[src/rtl/cp0_exc_ctrl_if.sv]
// Pipeline-facing bundle for the CP0 exception controller: mfc0/mtc0 access,
// M-stage exception inputs and redirect outputs.
interface cp0_exc_ctrl_if;
    logic [4:0]  A1;
    logic [4:0]  A2;
    logic [31:0] DIn;
    logic        WE;
    logic [31:0] PC_M;
    logic        BD_M;
    logic [4:0]  ExcCode_M;
    logic        ERET_M;
    logic [5:0]  HWInt;
    logic [31:0] DOut;
    logic        IntReq;
    logic [31:0] ExcPC;
    logic        EretReq;
    logic        Busy;

    modport master (
        output A1, A2, DIn, WE, PC_M, BD_M, ExcCode_M, ERET_M, HWInt,
        input  DOut, IntReq, ExcPC, EretReq, Busy
    );
    modport slave (
        input  A1, A2, DIn, WE, PC_M, BD_M, ExcCode_M, ERET_M, HWInt,
        output DOut, IntReq, ExcPC, EretReq, Busy
    );
endinterface

[src/rtl/cp0_exc_ctrl.sv]
// CP0 exception controller: SR/Cause/EPC/PRId, interrupt synchronizer and a
// RUN/FLUSH/HANDLER/RETURN sequencer that drives exception and eret redirects.
module cp0_exc_ctrl #(
    parameter logic [31:0] PRID    = 32'h4D4A_0001,
    parameter logic [31:0] HANDLER = 32'h0000_4180
) (
    input  logic             clk,
    input  logic             reset,
    cp0_exc_ctrl_if.slave    bus
);
    typedef enum logic [1:0] {S_RUN, S_FLUSH, S_HANDLER, S_RETURN} state_t;

    state_t      r_state;
    logic [5:0]  r_im;
    logic        r_exl;
    logic        r_ie;
    logic        r_bd;
    logic [4:0]  r_exccode;
    logic [31:0] r_epc;
    logic [5:0]  r_sync1;
    logic [5:0]  r_ip;

    logic [4:0]  w_code;
    logic        w_int_pend;
    logic        w_exc_pend;
    logic        w_int_req;
    logic        w_eret_req;
    logic [31:0] w_epc_src;
    logic        w_unused;

    always_comb begin
        w_code = 5'd0;
        case (bus.ExcCode_M)
            5'd4, 5'd5, 5'd10, 5'd12: w_code = bus.ExcCode_M;
            default:                  w_code = 5'd0;
        endcase
    end

    assign w_int_pend = (|(r_ip & r_im)) & r_ie & ~r_exl;
    assign w_exc_pend = (w_code != 5'd0) & ~r_exl;
    // Gated by reset so a live ExcCode_M cannot raise IntReq while held in reset.
    assign w_int_req  = reset & (r_state == S_RUN) & (w_int_pend | w_exc_pend);
    assign w_eret_req = (r_state == S_HANDLER) & bus.ERET_M;
    assign w_epc_src  = bus.BD_M ? (bus.PC_M - 32'd4) : bus.PC_M;
    assign w_unused   = ^{w_epc_src[1:0], bus.DIn[31:16], bus.DIn[9:2]};

    assign bus.IntReq  = w_int_req;
    assign bus.EretReq = w_eret_req;
    assign bus.ExcPC   = w_int_req ? HANDLER : r_epc;
    assign bus.Busy    = (r_state != S_RUN);

    always_comb begin
        bus.DOut = 32'd0;
        case (bus.A1)
            5'd12:   bus.DOut = {16'd0, r_im, 8'd0, r_exl, r_ie};
            5'd13:   bus.DOut = {r_bd, 15'd0, r_ip, 3'd0, r_exccode, 2'd0};
            5'd14:   bus.DOut = r_epc;
            5'd15:   bus.DOut = PRID;
            default: bus.DOut = 32'd0;
        endcase
    end

    always_ff @(posedge clk or negedge reset) begin
        if (!reset) begin
            r_state   <= S_RUN;
            r_im      <= '0;
            r_exl     <= 1'b0;
            r_ie      <= 1'b0;
            r_bd      <= 1'b0;
            r_exccode <= '0;
            r_epc     <= '0;
            r_sync1   <= '0;
            r_ip      <= '0;
        end else begin
            r_sync1 <= bus.HWInt;
            r_ip    <= r_sync1;

            if (bus.WE && !w_int_req) begin
                case (bus.A2)
                    5'd12: begin
                        r_im <= bus.DIn[15:10];
                        r_ie <= bus.DIn[0];
                        // EXL stays pinned while a handler is in flight.
                        if (r_state == S_RUN) r_exl <= bus.DIn[1];
                    end
                    5'd14:   r_epc <= bus.DIn;
                    default: ;
                endcase
            end

            case (r_state)
                S_RUN: if (w_int_req) begin
                    r_epc     <= {w_epc_src[31:2], 2'b00};
                    r_bd      <= bus.BD_M;
                    r_exl     <= 1'b1;
                    r_exccode <= w_int_pend ? 5'd0 : w_code;
                    r_state   <= S_FLUSH;
                end
                S_FLUSH:   r_state <= S_HANDLER;
                S_HANDLER: if (bus.ERET_M) begin
                    r_exl   <= 1'b0;
                    r_state <= S_RETURN;
                end
                S_RETURN:  r_state <= S_RUN;
                default:   r_state <= S_RUN;
            endcase
        end
    end
endmodule

[src/flat_wrapper.sv]
// flat-port wrapper written by rule: the top's interface ports become plain ports
module cp0_exc_ctrl_flat 
#(
    parameter logic [31:0] PRID    = 32'h4D4A_0001,
    parameter logic [31:0] HANDLER = 32'h0000_4180
)
  (clk, reset, bus_A1, bus_A2, bus_DIn, bus_WE, bus_PC_M, bus_BD_M, bus_ExcCode_M, bus_ERET_M, bus_HWInt, bus_DOut, bus_IntReq, bus_ExcPC, bus_EretReq, bus_Busy);
  cp0_exc_ctrl_if bus_i ();
  input  logic clk;
  input  logic reset;
  input wire logic [$bits(bus_i.A1)-1:0] bus_A1;
  input wire logic [$bits(bus_i.A2)-1:0] bus_A2;
  input wire logic [$bits(bus_i.DIn)-1:0] bus_DIn;
  input wire logic [$bits(bus_i.WE)-1:0] bus_WE;
  input wire logic [$bits(bus_i.PC_M)-1:0] bus_PC_M;
  input wire logic [$bits(bus_i.BD_M)-1:0] bus_BD_M;
  input wire logic [$bits(bus_i.ExcCode_M)-1:0] bus_ExcCode_M;
  input wire logic [$bits(bus_i.ERET_M)-1:0] bus_ERET_M;
  input wire logic [$bits(bus_i.HWInt)-1:0] bus_HWInt;
  output wire logic [$bits(bus_i.DOut)-1:0] bus_DOut;
  output wire logic [$bits(bus_i.IntReq)-1:0] bus_IntReq;
  output wire logic [$bits(bus_i.ExcPC)-1:0] bus_ExcPC;
  output wire logic [$bits(bus_i.EretReq)-1:0] bus_EretReq;
  output wire logic [$bits(bus_i.Busy)-1:0] bus_Busy;
  assign bus_i.A1 = bus_A1;
  assign bus_i.A2 = bus_A2;
  assign bus_i.DIn = bus_DIn;
  assign bus_i.WE = bus_WE;
  assign bus_i.PC_M = bus_PC_M;
  assign bus_i.BD_M = bus_BD_M;
  assign bus_i.ExcCode_M = bus_ExcCode_M;
  assign bus_i.ERET_M = bus_ERET_M;
  assign bus_i.HWInt = bus_HWInt;
  assign bus_DOut = bus_i.DOut;
  assign bus_IntReq = bus_i.IntReq;
  assign bus_ExcPC = bus_i.ExcPC;
  assign bus_EretReq = bus_i.EretReq;
  assign bus_Busy = bus_i.Busy;
  cp0_exc_ctrl #(.PRID(PRID), .HANDLER(HANDLER)) u_core (.clk(clk), .reset(reset), .bus(bus_i));
endmodule
[config.mk]
export PLATFORM = sky130hd
export DESIGN_NAME = cp0_exc_ctrl_flat
export DESIGN_NICKNAME = d
export VERILOG_FILES = /design/src/rtl/cp0_exc_ctrl_if.sv /design/src/rtl/cp0_exc_ctrl.sv /design/src/flat_wrapper.sv
export SDC_FILE = /design/constraint.sdc
export NUM_CORES = 1
export LEC_CHECK = 0
export ABC_CLOCK_PERIOD_IN_PS = 2800
export BUFFER_PORTS_ARGS = -buffer_cell sky130_fd_sc_hd__buf_2
export CORE_MARGIN = 8
export CORE_UTILIZATION = 49
export DETAILED_ROUTE_END_ITERATION = 10
export PLACE_DENSITY = 0.81
export SLEW_MARGIN = 5
export SYNTH_ARGS = -nofsm -noshare
export SYNTH_HDL_FRONTEND = slang
export SYNTH_SLANG_ARGS = --single-unit
[constraint.sdc]
create_clock -name clk -period 2.8 [get_ports clk]
set_input_delay 0.42 -clock clk [delete_from_list [all_inputs] [get_ports clk]]
set_output_delay 0.42 -clock clk [all_outputs]
set_load 0.1 [all_outputs]
**Word level (Yosys, flattened, before mapping)**

Index checks and enable logic that the tools add are counted.

- Register bits after elaboration: 60

- Add/sub/neg operators: 1
- Equality and inequality tests: 15
- Muxes and demuxes: 18
- Bitwise logic cells: 9
- Reductions and logical operators: 10

Operator list:

| cell | number |
|---|---|
| $mux W32 | 6 |
| $pmux W32 S4 | 1 |
| $eq A5 B4 Y1 const B | 8 |
| $sub A32 B3 Y32 const B | 1 |
| $eq A5 B3 Y1 const B | 2 |
| $mux W5 | 2 |
| $pmux W2 S4 | 1 |
| $and A1 B1 Y1 | 6 |
| $and A6 B6 Y6 | 1 |
| $reduce_and A2 Y1 | 3 |
| $reduce_or A6 Y1 | 1 |
| $mux W1 | 5 |
| $reduce_bool A5 Y1 | 1 |
| $eq A2 B2 Y1 const B | 2 |
| $mux W2 | 2 |
| $reduce_or A4 Y1 | 1 |
| $eq A2 B1 Y1 const B | 1 |
| $logic_not A2 Y1 | 1 |
| $ne A2 B1 Y1 const B | 1 |
| $ne A2 B2 Y1 const B | 1 |
| $pmux W1 S2 | 1 |
| $reduce_bool A2 Y1 | 1 |
| $logic_and A1 B1 Y1 | 1 |
| $logic_not A1 Y1 | 1 |
| 2 further kinds | 2 |

**Longest topological paths before layout**

- Depth after elaboration: 12
- Mapped depth: 8
- Depth with buffers taken out: 7

**Worst setup path before layout**

OpenSTA, ideal clock, no wires.

- Path kind: input -> output
- Start point: in bus_A1[1]
- End point: out bus_DOut[1]
- Arrival time: 2.949 ns
- Path slack: -0.569 ns
- Stages: 3
- Cells stage by stage: buf_1 mux2i_1 nor3_1

- Longest elaborated chain between the ends: 2

RTL lines:

| element | RTL line | source |
|---|---|---|
| start, declared | flat_wrapper.sv:11 | `input wire logic [$bits(bus_i.A1)-1:0] bus_A1;` |
| $eq A5 B4 Y1 | cp0_exc_ctrl.sv:54 | `case (bus.A1)` |
| $pmux W32 S4 * | cp0_exc_ctrl.sv:54 |  |
| end, declared | flat_wrapper.sv:20 | `output wire logic [$bits(bus_i.DOut)-1:0] bus_DOut;` |

Every way passes the cells marked *; elsewhere a longest branch is shown, timed or not.

**Worst setup path after layout**

- Start point: reg u_core.r_state[0]
- End point: out bus_ExcPC[4]

- Longest elaborated chain between the ends: 4

RTL lines:

| element | RTL line | source |
|---|---|---|
| start, declared | cp0_exc_ctrl.sv:13 | `state_t r_state;` |
| start signal, assigned | cp0_exc_ctrl.sv:65 | `r_state <= S_RUN;` |
| start signal, assigned | cp0_exc_ctrl.sv:97 | `r_state <= S_FLUSH;` |
| start signal, assigned | cp0_exc_ctrl.sv:99 | `S_FLUSH: r_state <= S_HANDLER;` |
| $logic_not A2 Y1 | cp0_exc_ctrl.sv:42 | `assign w_int_req = reset & (r_state == S_RUN) & (w_int_pend \| w_exc_pend);` |
| $and A1 B1 Y1 (2 in a row) | cp0_exc_ctrl.sv:42 |  |
| $mux W32 | cp0_exc_ctrl.sv:49 | `assign bus.ExcPC = w_int_req ? HANDLER : r_epc;` |
| end, declared | flat_wrapper.sv:22 | `output wire logic [$bits(bus_i.ExcPC)-1:0] bus_ExcPC;` |

No other way between the ends.

==> metrics.md <==
| Metric | Value |
|---|---|
| Compound-Gate Fraction of Synth Area | `0.05935` |
| Clock buffer count from CTS | `9` |
| Internal | `approximately 2.8 mW` |
| Simple-gate share of the synthesized area | `0.2300` |
| Unrepaired setup endpoints after global routing | `false` |
| Hpwl dp | `~10 mm` |
| #FFs+latches synth | `60` |
| Syn_nets | `about 480` |
| Comb pwr share | `0.639` |
| Clk_lat worst skew | `roughly 350 ps` |
| Fmax | `0.3721 GHz` |
| Pin count of the biggest net entering global routing | `between 60 and 70` |
| Largest family of logic cells by synthesized area | `simple AND/OR/NAND/NOR gates` |
| Xor and xnor area share after synthesis | `0.06548` |
| Yosys warns | `0` |
| IO Count | `157` |
| DRT Wirelength | `~13 mm` |
| CP peak stage delay | `roughly 360 ps` |
| Max Slew Vio Count | `0` |
| Fillers | `530` |
| Number of cells on the critical path | `8` |
| TNS Setup | `0 ps` |
| Die height | `approximately 100 um` |
| Syn-to-layout area delta | `49.87%` |
| Slew HR | `0.4741` |
| Final Hold Viols | `0` |
| Main synth FF type | `dfrtp_1` |
| Routed Antenna Nets | `0` |
| Ant diodes | `0` |
| Crit path kind | `flip-flop to primary output` |
| Rows | `32` |
| Seq/Total Area, Yosys | `0.3871` |
| Clock tree buffer depth | `2` |
| CP Max Fanout | `44` |
| Final setup violating endpoints | `0` |
| Routability congestion estimate | `0.8880` |
| Vias/cell | `~5.7` |
| Synth cell types | `48` |
| Initial Utilization | `0.5046` |
| Core Region | `between 7000 and 8000 um2` |
| Vias post-DR | `about 3700` |
| Least-Margin Pin Slew | `788.8 ps` |
| Die area | `11020 um2` |
| Grt total ovfl | `0` |
| Psw | `3.275 mW` |
| Max cap viols | `0` |
| CP delay by family, top | `buffers and inverters` |
| # H-tree levels | `3` |
| Share of cells above drive strength 1 | `0.4018` |
| Sw Ratio | `0.5409` |
| Worst r2r path cells | `5` |
| Crit path DAT | `approximately 2300 ps` |
| Hold WC Path Type | `primary input to flip-flop` |
| Fin area | `~5800 um2` |
| Routed len/inst | `between 20 and 25 um` |
| Post-Syn Area | `3879 um2` |
| Final #Nets | `about 630` |
| CP cell instances | `inv_1 -> ha_2 -> nand3b_4 -> a311oi_4 -> nor2_4 -> buf_12 -> and2_1 -> buf_4` |
| Cells after synthesis | `between 300 and 400` |
| Synth Area in Adders | `0.009677` |
| Crit path capture type | `primary output` |
| Hold-fix buffers, CTS | `0` |
| Clock skew | `14.25 ps` |
| Critical Path Source Type | `flip-flop` |
| Status | `finished, final reports clean` |
| Root Buffer Master | `clkbuf_8` |
| Pwr dens | `about 1000 nW/um2` |
| Number of DRC markers in iteration 0 | `250` |
| Average size of a mapped cell | `slightly above 10 um2` |
| Critical path's slowest cell | `dfrtp_1` |
| Initial antenna violation count | `0` |
| Detailed Routing Iterations Pass 1 | `4` |
| Area share of the largest cell type after synthesis | `0.3871` |
| Post-DP Area | `about 5600 um2` |
| Final worst path period share | `0.9597` |
| GRT Total Usage | `0.2373` |
| Commonest non-fill, non-tap cell in the layout | `buf_2` |
| Max rail drop VDD | `around 1100 uV` |
| Commonest non-fill, non-tap cells in the layout | `buf_2, mux2i_1, dfrtp_1` |
| Async SR Flop Fraction | `1.000` |
| LEAKAGE | `2.987 nW` |
| Critical path buffers and inverters | `3` |
| Clock power frac | `0.131` |
| # DRC | `0` |
| Post-synth EDFFs | `0` |
| CTS Sinks | `60` |
| First-pass GRT wire length | `21.02 mm` |
| CP required | `2380 ps` |
| CTS tree | `built` |
| Number of port buffers | `154` |
| Post-synthesis mux area share | `0.2042` |
| Area contributors post-synth | `dfrtp_1, mux2i_1, and2_1, xor2_1, nor2_1` |
| Hold path depth | `1` |
| Power share of the sequential group | `0.229` |
| Reg clk slew, reported paths | `approximately 80 ps` |
| Min cycle time layout | `~2700 ps` |
| Vias in the first global route | `3975` |
| Die width | `105.0 um` |
| Leading area contributor after synthesis | `dfrtp_1` |
==> final timing paths <==
check	start	endpoint	slack, ps
worst max-delay path	u_core.r_state[0]$_DFFE_PN0P_	bus_ExcPC[4]	110
worst min-delay path	bus_HWInt[4]	u_core.r_sync1[4]$_DFF_PN0_	170
worst max register to register	u_core.r_im[2]$_DFFE_PN0P_	u_core.r_im[5]$_DFFE_PN0P_	560
worst min register to register	u_core.r_sync1[1]$_DFF_PN0_	u_core.r_ip[1]$_DFF_PN0_	350
max in group asynchronous	reset	u_core.r_epc[12]$_DFF_PN0_	1930
min in group asynchronous	reset	u_core.r_sync1[5]$_DFF_PN0_	330
==> area by class of cell <==
type	count	area, um2	area share
Clock buffer	9	123.9	0.02131
Clock inverter	7	75.07	0.01291
Inverter	13	48.80	0.008394
Multi-Input combinational cell	289	2272	0.3909
Sequential cell	60	1501	0.2583
Tap cell	102	127.6	0.02195
Timing Repair Buffer	167	1664	0.2863
==> worst register-to-register path, stage by stage (launching register included) <==
cell and delay [ps]:
dfrtp_1 400, a22oi_1 350, a311oi_4 160, buf_4 200, nor4_4 590, mux2_2 430
==> flip-flops by register name, indices dropped and copies added, names as in the netlist <==
signal / flops
u_core.r_ip: 6
u_core.r_exl: 1
u_core.r_epc: 32
u_core.r_exccode: 5
u_core.r_ie: 1
u_core.r_im: 6
u_core.r_state: 2
u_core.r_sync1: 6
u_core.r_bd: 1
==> cell families (layout without fill, tap and decap cells) <==
group | Yosys count | after routing
AND/OR/NAND/NOR | 148 | 148
multiplexers | 78 | 78
adder cells (fa/ha/maj) | 3 | 3
AO/OA/AOI/OAI | 31 | 31
XOR/XNOR | 29 | 29
buffers and inverters | 33 | 196
flip-flops | 60 | 60
==> per-stage QoR <==
| stage | instances | setup slack (ps) | power [mW] | utilization | hold WS, ps |
|---|---|---|---|---|---|
| after CTS | 645 | 18.62 | 6.041 | 0.7516 | 169.4 |
| after floorplan | 382 | 91.93 | 4.038 | - | 124.4 |
| after detailed placement | 629 | 149.2 | 5.202 | 0.7220 | 335.6 |
| after global routing | 647 | 5.694 | 6.276 | 0.7562 | 155.4 |
| after global placement | 629 | 216.4 | 5.093 | 0.7220 | 332.5 |
| final | 647 | 112.9 | 6.055 | 0.7562 | 172.8 |
==> per-layer routing <==
layer	up-vias	GRT usage	share of wire
li1	1665	-	-
met4	0	0.08359	0.027
met2	187	0.4122	0.51
met3	32	0.07187	0.085
met1	1780	0.2695	0.38
met5	-	0	0
==> power groups by stage <==
| stage | clock, mW | combinational [mW] | sequential, mW |
|---|---|---|---|
| 3_5_place_dp | 0 | 3.81 | 1.39 |
| 4_1_cts | 0.796 | 3.87 | 1.38 |
| 6_report | 0.795 | 3.87 | 1.39 |
| 5_1_grt | 0.839 | 4.02 | 1.42 |
| 2_1_floorplan | 0 | 2.73 | 1.31 |
| 3_3_place_gp | 0 | 3.73 | 1.36 |
==> synth_stat cells (all sizes together), types with 5 or more instances <==
library cell	n
a21oi	9
a22oi	10
and2	41
buf	10
clkbuf	10
dfrtp	60
inv	13
mux2	9
mux2i	69
nand2	8
nand3	5
nand4	11
nor2	43
nor3	8
nor4	7
or3	5
xnor2	5
xor2	24
==> timing repair <==
item,4_1_cts,5_1_grt
setup buffers,0,2
endpoints found under the setup margin,30,25
cloned,0,0
pin swaps,0,1
gates resized for setup,10,7
(Power assumes the default switching activity.)
